$ cat config.mk
export PLATFORM = sky130hd
export DESIGN_NAME = fpnew_result_rob
export DESIGN_NICKNAME = d
export VERILOG_FILES = /design/src/rtl/fpnew_result_rob.sv
export SDC_FILE = /design/constraint.sdc
export NUM_CORES = 1
export LEC_CHECK = 0
export ABC_CLOCK_PERIOD_IN_PS = 5500
export BUFFER_PORTS_ARGS = -buffer_cell sky130_fd_sc_hd__buf_2
export CORE_UTILIZATION = 45
export CTS_CLUSTER_DIAMETER = 150
export DETAILED_ROUTE_END_ITERATION = 16
export GPL_TIMING_DRIVEN = 0
export PLACE_DENSITY = 0.65
export RECOVER_POWER = 50
export SLEW_MARGIN = 30
export SYNTH_ARGS = -nofsm -noshare
export SYNTH_HDL_FRONTEND = slang
export SYNTH_SLANG_ARGS = --single-unit
$ cat constraint.sdc
create_clock -name clk_i -period 5.5 [get_ports clk_i]
set_input_delay 0.55 -clock clk_i [delete_from_list [all_inputs] [get_ports clk_i]]
set_output_delay 0.55 -clock clk_i [all_outputs]
set_load 0.1 [all_outputs]
$ cat src/rtl/fpnew_result_rob.sv
// In-order result reorder buffer: out-of-order opgroup results are retired in allocation order.
// Optional FPNEW_ROB_BYPASS_EN forwards a result arriving for the head slot in the same cycle.
package fpnew_pkg;
  typedef struct packed {
    logic nv;
    logic dz;
    logic of;
    logic uf;
    logic nx;
  } status_t;
endpackage

module fpnew_result_rob #(
  parameter int unsigned Width = 32,
  parameter int unsigned Depth = 4
) (
  input  logic                     clk_i,
  input  logic                     rst_ni,
  input  logic                     flush_i,
  input  logic                     in_valid_i,
  output logic                     in_ready_o,
  output logic                     op_valid_o,
  input  logic                     op_ready_i,
  output logic [$clog2(Depth)-1:0] op_tag_o,
  input  logic                     res_valid_i,
  output logic                     res_ready_o,
  input  logic [$clog2(Depth)-1:0] res_tag_i,
  input  logic [Width-1:0]         res_result_i,
  input  fpnew_pkg::status_t       res_status_i,
  output logic                     out_valid_o,
  input  logic                     out_ready_i,
  output logic [Width-1:0]         out_result_o,
  output fpnew_pkg::status_t       out_status_o,
  output logic                     busy_o,
  output logic                     err_o
);
  localparam int unsigned IdxW = $clog2(Depth);
  localparam logic [IdxW:0] PtrOne = (IdxW+1)'(1);

  // Handshakes: a transfer happens on a cycle where valid and ready are both high;
  // valid never waits on ready, and a held valid keeps its payload stable.
  logic [IdxW:0]      head_q, tail_q;
  logic [IdxW-1:0]    head_idx, tail_idx;
  logic [Depth-1:0]   pending_q, done_q;
  logic [Width-1:0]   result_q [Depth];
  fpnew_pkg::status_t status_q [Depth];
  logic               err_q;

  logic full, empty, alloc, retire, res_hit, res_take, res_bad, write, bypass;

  assign head_idx = head_q[IdxW-1:0];
  assign tail_idx = tail_q[IdxW-1:0];
  assign full     = (head_q[IdxW] != tail_q[IdxW]) && (head_idx == tail_idx);
  assign empty    = (head_q == tail_q);

  assign op_valid_o = in_valid_i & ~full & ~flush_i;
  assign in_ready_o = op_ready_i & ~full & ~flush_i;
  assign op_tag_o   = tail_idx;
  assign alloc      = in_valid_i & in_ready_o;

  assign res_ready_o = 1'b1;
  assign res_hit     = pending_q[res_tag_i] & ~done_q[res_tag_i];
  assign res_take    = res_valid_i & ~flush_i & res_hit;
  assign res_bad     = res_valid_i & ~flush_i & ~res_hit;

`ifdef FPNEW_ROB_BYPASS_EN
  assign bypass = res_valid_i & ~flush_i & (res_tag_i == head_idx)
                & pending_q[head_idx] & ~done_q[head_idx];
`else
  assign bypass = 1'b0;
`endif

  assign out_valid_o  = ~flush_i & (done_q[head_idx] | bypass);
  assign out_result_o = bypass ? res_result_i : result_q[head_idx];
  assign out_status_o = bypass ? res_status_i : status_q[head_idx];
  assign retire       = out_valid_o & out_ready_i;
  // A bypassed result that retires immediately never needs its slot written.
  assign write        = res_take & ~(bypass & out_ready_i);

  assign busy_o = ~empty;
  assign err_o  = err_q;

  always_ff @(posedge clk_i or negedge rst_ni) begin
    if (!rst_ni) begin
      head_q    <= '0;
      tail_q    <= '0;
      pending_q <= '0;
      done_q    <= '0;
    end else if (flush_i) begin
      head_q    <= '0;
      tail_q    <= '0;
      pending_q <= '0;
      done_q    <= '0;
    end else begin
      if (alloc)  tail_q <= tail_q + PtrOne;
      if (retire) head_q <= head_q + PtrOne;
      // Alloc, capture and retire always address distinct slots, so ordering here is irrelevant.
      for (int i = 0; i < Depth; i++) begin
        if (alloc && (tail_idx == IdxW'(i))) begin
          pending_q[i] <= 1'b1;
          done_q[i]    <= 1'b0;
        end
        if (write && (res_tag_i == IdxW'(i))) done_q[i] <= 1'b1;
        if (retire && (head_idx == IdxW'(i))) begin
          pending_q[i] <= 1'b0;
          done_q[i]    <= 1'b0;
        end
      end
    end
  end

  always_ff @(posedge clk_i or negedge rst_ni) begin
    if (!rst_ni)      err_q <= 1'b0;
    else if (res_bad) err_q <= 1'b1;
  end

  // Payload storage carries no reset; done bits guard every read.
  always_ff @(posedge clk_i) begin
    if (write) begin
      result_q[res_tag_i] <= res_result_i;
      status_q[res_tag_i] <= res_status_i;
    end
  end
endmodule

==> Yosys cells after proc, flatten, opt, wreduce, memory -nomap -nowiden <==
Memories as Yosys holds them, arrays and structs flattened.
Cells that the tools add are included.
{ "totals": {"ram_bits": 148, "output_inout_bits": 45, "register_bits": 15, "word_cells": 105, "memories": 2} }
{ "memory_table": {"columns": ["name", "words", "word_bits", "rd", "rd_ports_with_merged_regs", "wr", "line", "source"], "rows": [
  ["result_q", 4, 32, 1, 0, 1, "45", "logic [Width-1:0] result_q [Depth];"],
  ["status_q", 4, 5, 1, 0, 1, "46", "fpnew_pkg::status_t status_q [Depth];"]
]} }
{ "op_classes": {"bitwise": 16, "muxes": 34, "addsub": 2, "n_lt_le_gt_ge": 2, "n_reduce_logical": 26, "n_eq_ne": 12} }
{ "op_table": {"columns": ["op", "n"], "rows": [
  ["two-way mux 1 bit", 25],
  ["nonzero test 4 bit", 4],
  ["logical AND 1 bit", 13],
  ["== test 2 bit (second input constant)", 6],
  ["two-way mux 3 bit", 4],
  ["nonzero test 3 bit", 4],
  ["bitwise AND 1 bit", 11],
  ["two-way mux 4 bit", 2],
  ["adder 3 x 1 -> 3 bit (second input constant)", 2],
  ["binary-select mux 1 bit (select 2 bit)", 3],
  ["== test 2 x 1 -> 1 bit (second input constant)", 3],
  ["logical NOT 2 bit", 3],
  ["< comparator 2 x 3 -> 1 bit (second input constant)", 2],
  ["inverter 1 bit", 5],
  ["nonzero test 2 bit", 2],
  ["== test 3 bit", 1],
  ["== test 2 bit", 1],
  ["!= test 1 bit", 1]
]} }

==> Longest topological paths before layout <==
{ "logic_depth": {"word_depth": 11, "mapped_depth": 6, "depth_no_buf": 6} }

==> Least setup slack after synthesis <==
No wires, ideal clock.
{ "synth_timing": {"kind": "in2reg", "start": "input flush_i", "end": "memory result_q[2][0] (enable)", "arrival_time_ns": 4.401, "setup_slack_ns": 0.570, "path_stages": 2, "setup_ns": 0.528, "t_required_ns": 4.972, "path_cell_list": "nand2b_1 > nor4bb_1"} }
{ "synth_via": {"elab_chain_cells": 5} }
{ "synth_rtl": {"columns": ["element", "line", "source"], "rows": [
  ["from (decl)", "19", "input logic flush_i,"],
  ["inverter 1 bit", "63", "assign res_take = res_valid_i & ~flush_i & res_hit;"],
  ["bitwise AND 1 bit (2 in a row)", "63", null],
  ["two-way mux 1 bit", "119", "if (write) begin"],
  ["two-way mux 1 bit (implied by the code)", "120", "result_q[res_tag_i] <= res_result_i;"],
  ["to (decl)", "45", null]
]} }
No other way between the ends.

==> Worst setup path in the final report <==
{ "layout_timing": {"start": "register head_q[1]", "end": "output out_result_o[0]"} }
{ "layout_via": {"elab_chain_cells": 1} }
{ "layout_rtl": {"columns": ["element", "line", "source"], "rows": [
  ["from (decl)", "42", "logic [IdxW:0] head_q, tail_q;"],
  ["from (signal assigned)", "96", "if (retire) head_q <= head_q + PtrOne;"],
  ["memory (4 x 32 bit)", null, null],
  ["to (decl)", "32", "output logic [Width-1:0] out_result_o,"]
]} }
No other way between the ends.

==> impl_metrics.csv <==
group,metric,value,unit
outcome,outcome,"finished, final reports clean",
cts,path_clk_slew,0.06,ns
yosys,ys_types,41,
sta,setup-violations-final,0,
pwr,total_power,2520,uW
setup_path,end_kind,"primary output",
global_routing,grt.total_usage,17.66,%
global_routing,antenna_found_initial,0,
job,cap_violations,0,
cts,htree_num_levels,4,
pwr,clkPwrFrac,41.8,%
die,chipWidth,121.0,microns
drt,detail-route-antenna-nets,0,
yosys,synth_area_per_cell,21.11,sq um
cts,clock_latency,0.42,ns
sta,worst_slack,2.505,ns
pwr,switching_share,20.78,%
setup_path,cp_max_fo,10,
setup_path,rr_worst_depth,4,
die,start_util,46.11,%
cts,cts.path.max_buffers,2,
cts,hold_buffers,0,
die,row_count,43,
pwr,power_frac_comb,4.3,%
cts,tritoncts,"built",
drt,vias_per_cell,5.261,
setup_path,worstPathRequired,4.95,ns
yosys,netlist_area,0.006376,sq mm
setup_path,crit_arrival,2.45,ns
die,fp.dieH,121.0,microns
sta,min_period,2.995,ns
yosys,synth_top_flop_cell,"edfxtp_1",
cts,cts_setup_buffers,0,
cells_and_area,n_antenna_cell,0,
drt,via_count,3241,
global_routing,grt_pass1_vias,3340,
drt,drt-total-wl,11720,microns
pwr,power_switching,523.7,uW
pwr,seqPwrFrac,54.0,%
sta,slew_viol_final,0,
drt,detail_route.first_pass.iterations,4,
yosys,synth_nets,356,
cells_and_area,drive_gt1_share,33.94,%
global_routing,grt_max_degree,20,
placement,hpwlAfterDp,8035,microns
sta,maxSlewHeadroom,5.003,%
cells_and_area,fillCellCount,1078,
pwr,ir_drop,232.3,uV
sta,final.period_utilization,54.46,%
cts,cts-root-buf,"clkbuf_16",
cells_and_area,multi_input_area,0.001454,sq mm
yosys,ys_async_sr_fraction,9.202,%
global_routing,grt.overflow.total,0,
pwr,p_leak,0.002615,uW
cells_and_area,finalInstanceArea,0.007712,sq mm
yosys,synth-seq-cells,163,
placement,dp_cells,585,
die,num_io_pins,91,
yosys,yosysWarnings,0,
placement,routabilityCongestion,0.7749,
yosys,syn_inst,302,
cts,clkSinkCount,163,
placement,port_buffers,88,
setup_path,cp-start-kind,"register",
die,die_area,0.01465,sq mm
yosys,synth_enable_flop_cells,148,
setup_path,reg2reg_from,"done_q[1]$_DFFE_PN0P_",
cells_and_area,seqCellArea,0.004820,sq mm
cells_and_area,final_common_cell,"edfxtp_1",
cells_and_area,syn2layout_area_growth,20.96,%
cells_and_area,most-common-layout-cells,"edfxtp_1 (148), buf_2 (55), clkbuf_1 (47)",
placement,place_ws,2.943,ns
cts,cts_buffers,17,
cells_and_area,nets,478,
cts,cts_resized,0,
drt,drtIter0Drc,217,
sta,fmax,333.9,MHz
setup_path,cp-startpoint,"head_q[1]$_DFFE_PN0P_",
setup_path,path_class,"reg2out",
cells_and_area,finalNonFillerCells,616,
sta,hold_viol,0,
placement,placed_cell_area,0.007281,sq mm
sta,rsz0062_at_grt,"false",
die,coreArea,0.01383,sq mm
pwr,powerDensity,326.7,mW/mm^2
global_routing,grt_pass1_wl,18260,microns
yosys,synth_seq_area_share,75.59,%
pwr,p_int,1996,uW
sta,worstMarginPinSlew,1.425,ns
cells_and_area,final_core_util,55.78,%
drt,wl_per_cell,19.02,microns
worst_hold_path,hold_path.class,"in2async",
drt,drc,0,
sta,skew,0.004854,ns
-- area by class of cell --
cell class              instances  area share [%]
flip-flops and latches        163           62.49
multi-input cells             117           18.85
repair buffers                103           7.511
clock buffers                  20           5.662
well taps                     180           2.920
clock inverters                11           1.152
plain buffers                  15           1.071
inverters                       7          0.3407
-- flip-flops by register name, indices dropped and copies added (netlist names) --
signal / flops
err_o: 1
head_q: 3
status_q: 20
result_q: 128
done_q: 4
tail_q: 3
pending_q: 4
-- metal layers --
| layer | track usage [%] | share of wire [%] | vias up |
|---|---|---|---|
| li1 | - | - | 1479 |
| met1 | 22.13 | 42 | 1650 |
| met2 | 28.43 | 51 | 93 |
| met3 | 4.746 | 5.2 | 19 |
| met4 | 8.796 | 2.0 | 0 |
| met5 | 0 | 0 | - |
-- worst max-delay path, stage by stage, from the launching register on --
cell and delay, ns:
dfrtp_1 0.37, clkbuf_1 0.27, buf_2 0.33, buf_2 0.34, mux4_2 0.28, buf_2 0.43
-- cells in the mapped netlist, drive strengths merged, types with 3 or more instances --
master	count	area (sq um)
nor2	11	46.29
buf	12	72.56
mux4	38	855.8
mux2i	3	30.03
and2	3	21.27
ha	8	100.1
a31oi	5	31.28
nand2	7	26.28
inv	7	26.28
dfrtp	15	375.4
clkbuf	3	11.26
nand3	3	15.01
edfxtp	148	4444
a41oi	3	26.28
and3	5	41.29
a21oi	3	22.52
xnor2	6	67.56
-- cell families after synthesis --
kind of cell             synth area share (%)
multiplexers                            13.89
XOR/XNOR                                1.197
other                                 0.05881
adder cells (fa/ha/maj)                 1.570
AND/OR/NAND/NOR                         3.611
AO/OA/AOI/OAI                           2.355
buffers and inverters                   1.727
flip-flops                              75.59
-- power groups by stage --
stage	clock network (uW)	registers, uW	logic (uW)
6_report	1050	1360	108
5_1_grt	1120	1360	116
2_1_floorplan	0	1390	71.0
3_5_place_dp	0	1390	113
3_3_place_gp	0	1390	107
4_1_cts	1080	1360	113
-- per-stage QoR --
stage	hold WS [ns]	setup TNS, ns
floorplan	0.2544	0
global placement	0.4588	-135.65
detailed placement	0.4597	0
CTS	0.02539	0
global route	0.3018	0
finish	0.2181	0
-- final timing paths --
path	endpoint	slack, ns
setup / recovery	out_result_o[0]	2.50
hold / removal	head_q[1]$_DFFE_PN0P_	0.22
setup reg to reg	result_q[1][9]$_DFFE_PP_	2.69
hold reg to reg	err_o$_DFFE_PN0P_	0.47
max in group asynchronous	pending_q[3]$_DFFE_PN0P_	4.76
min in group clk_i	result_q[0][24]$_DFFE_PP_	0.39
Power figures use the tool's default switching activity.
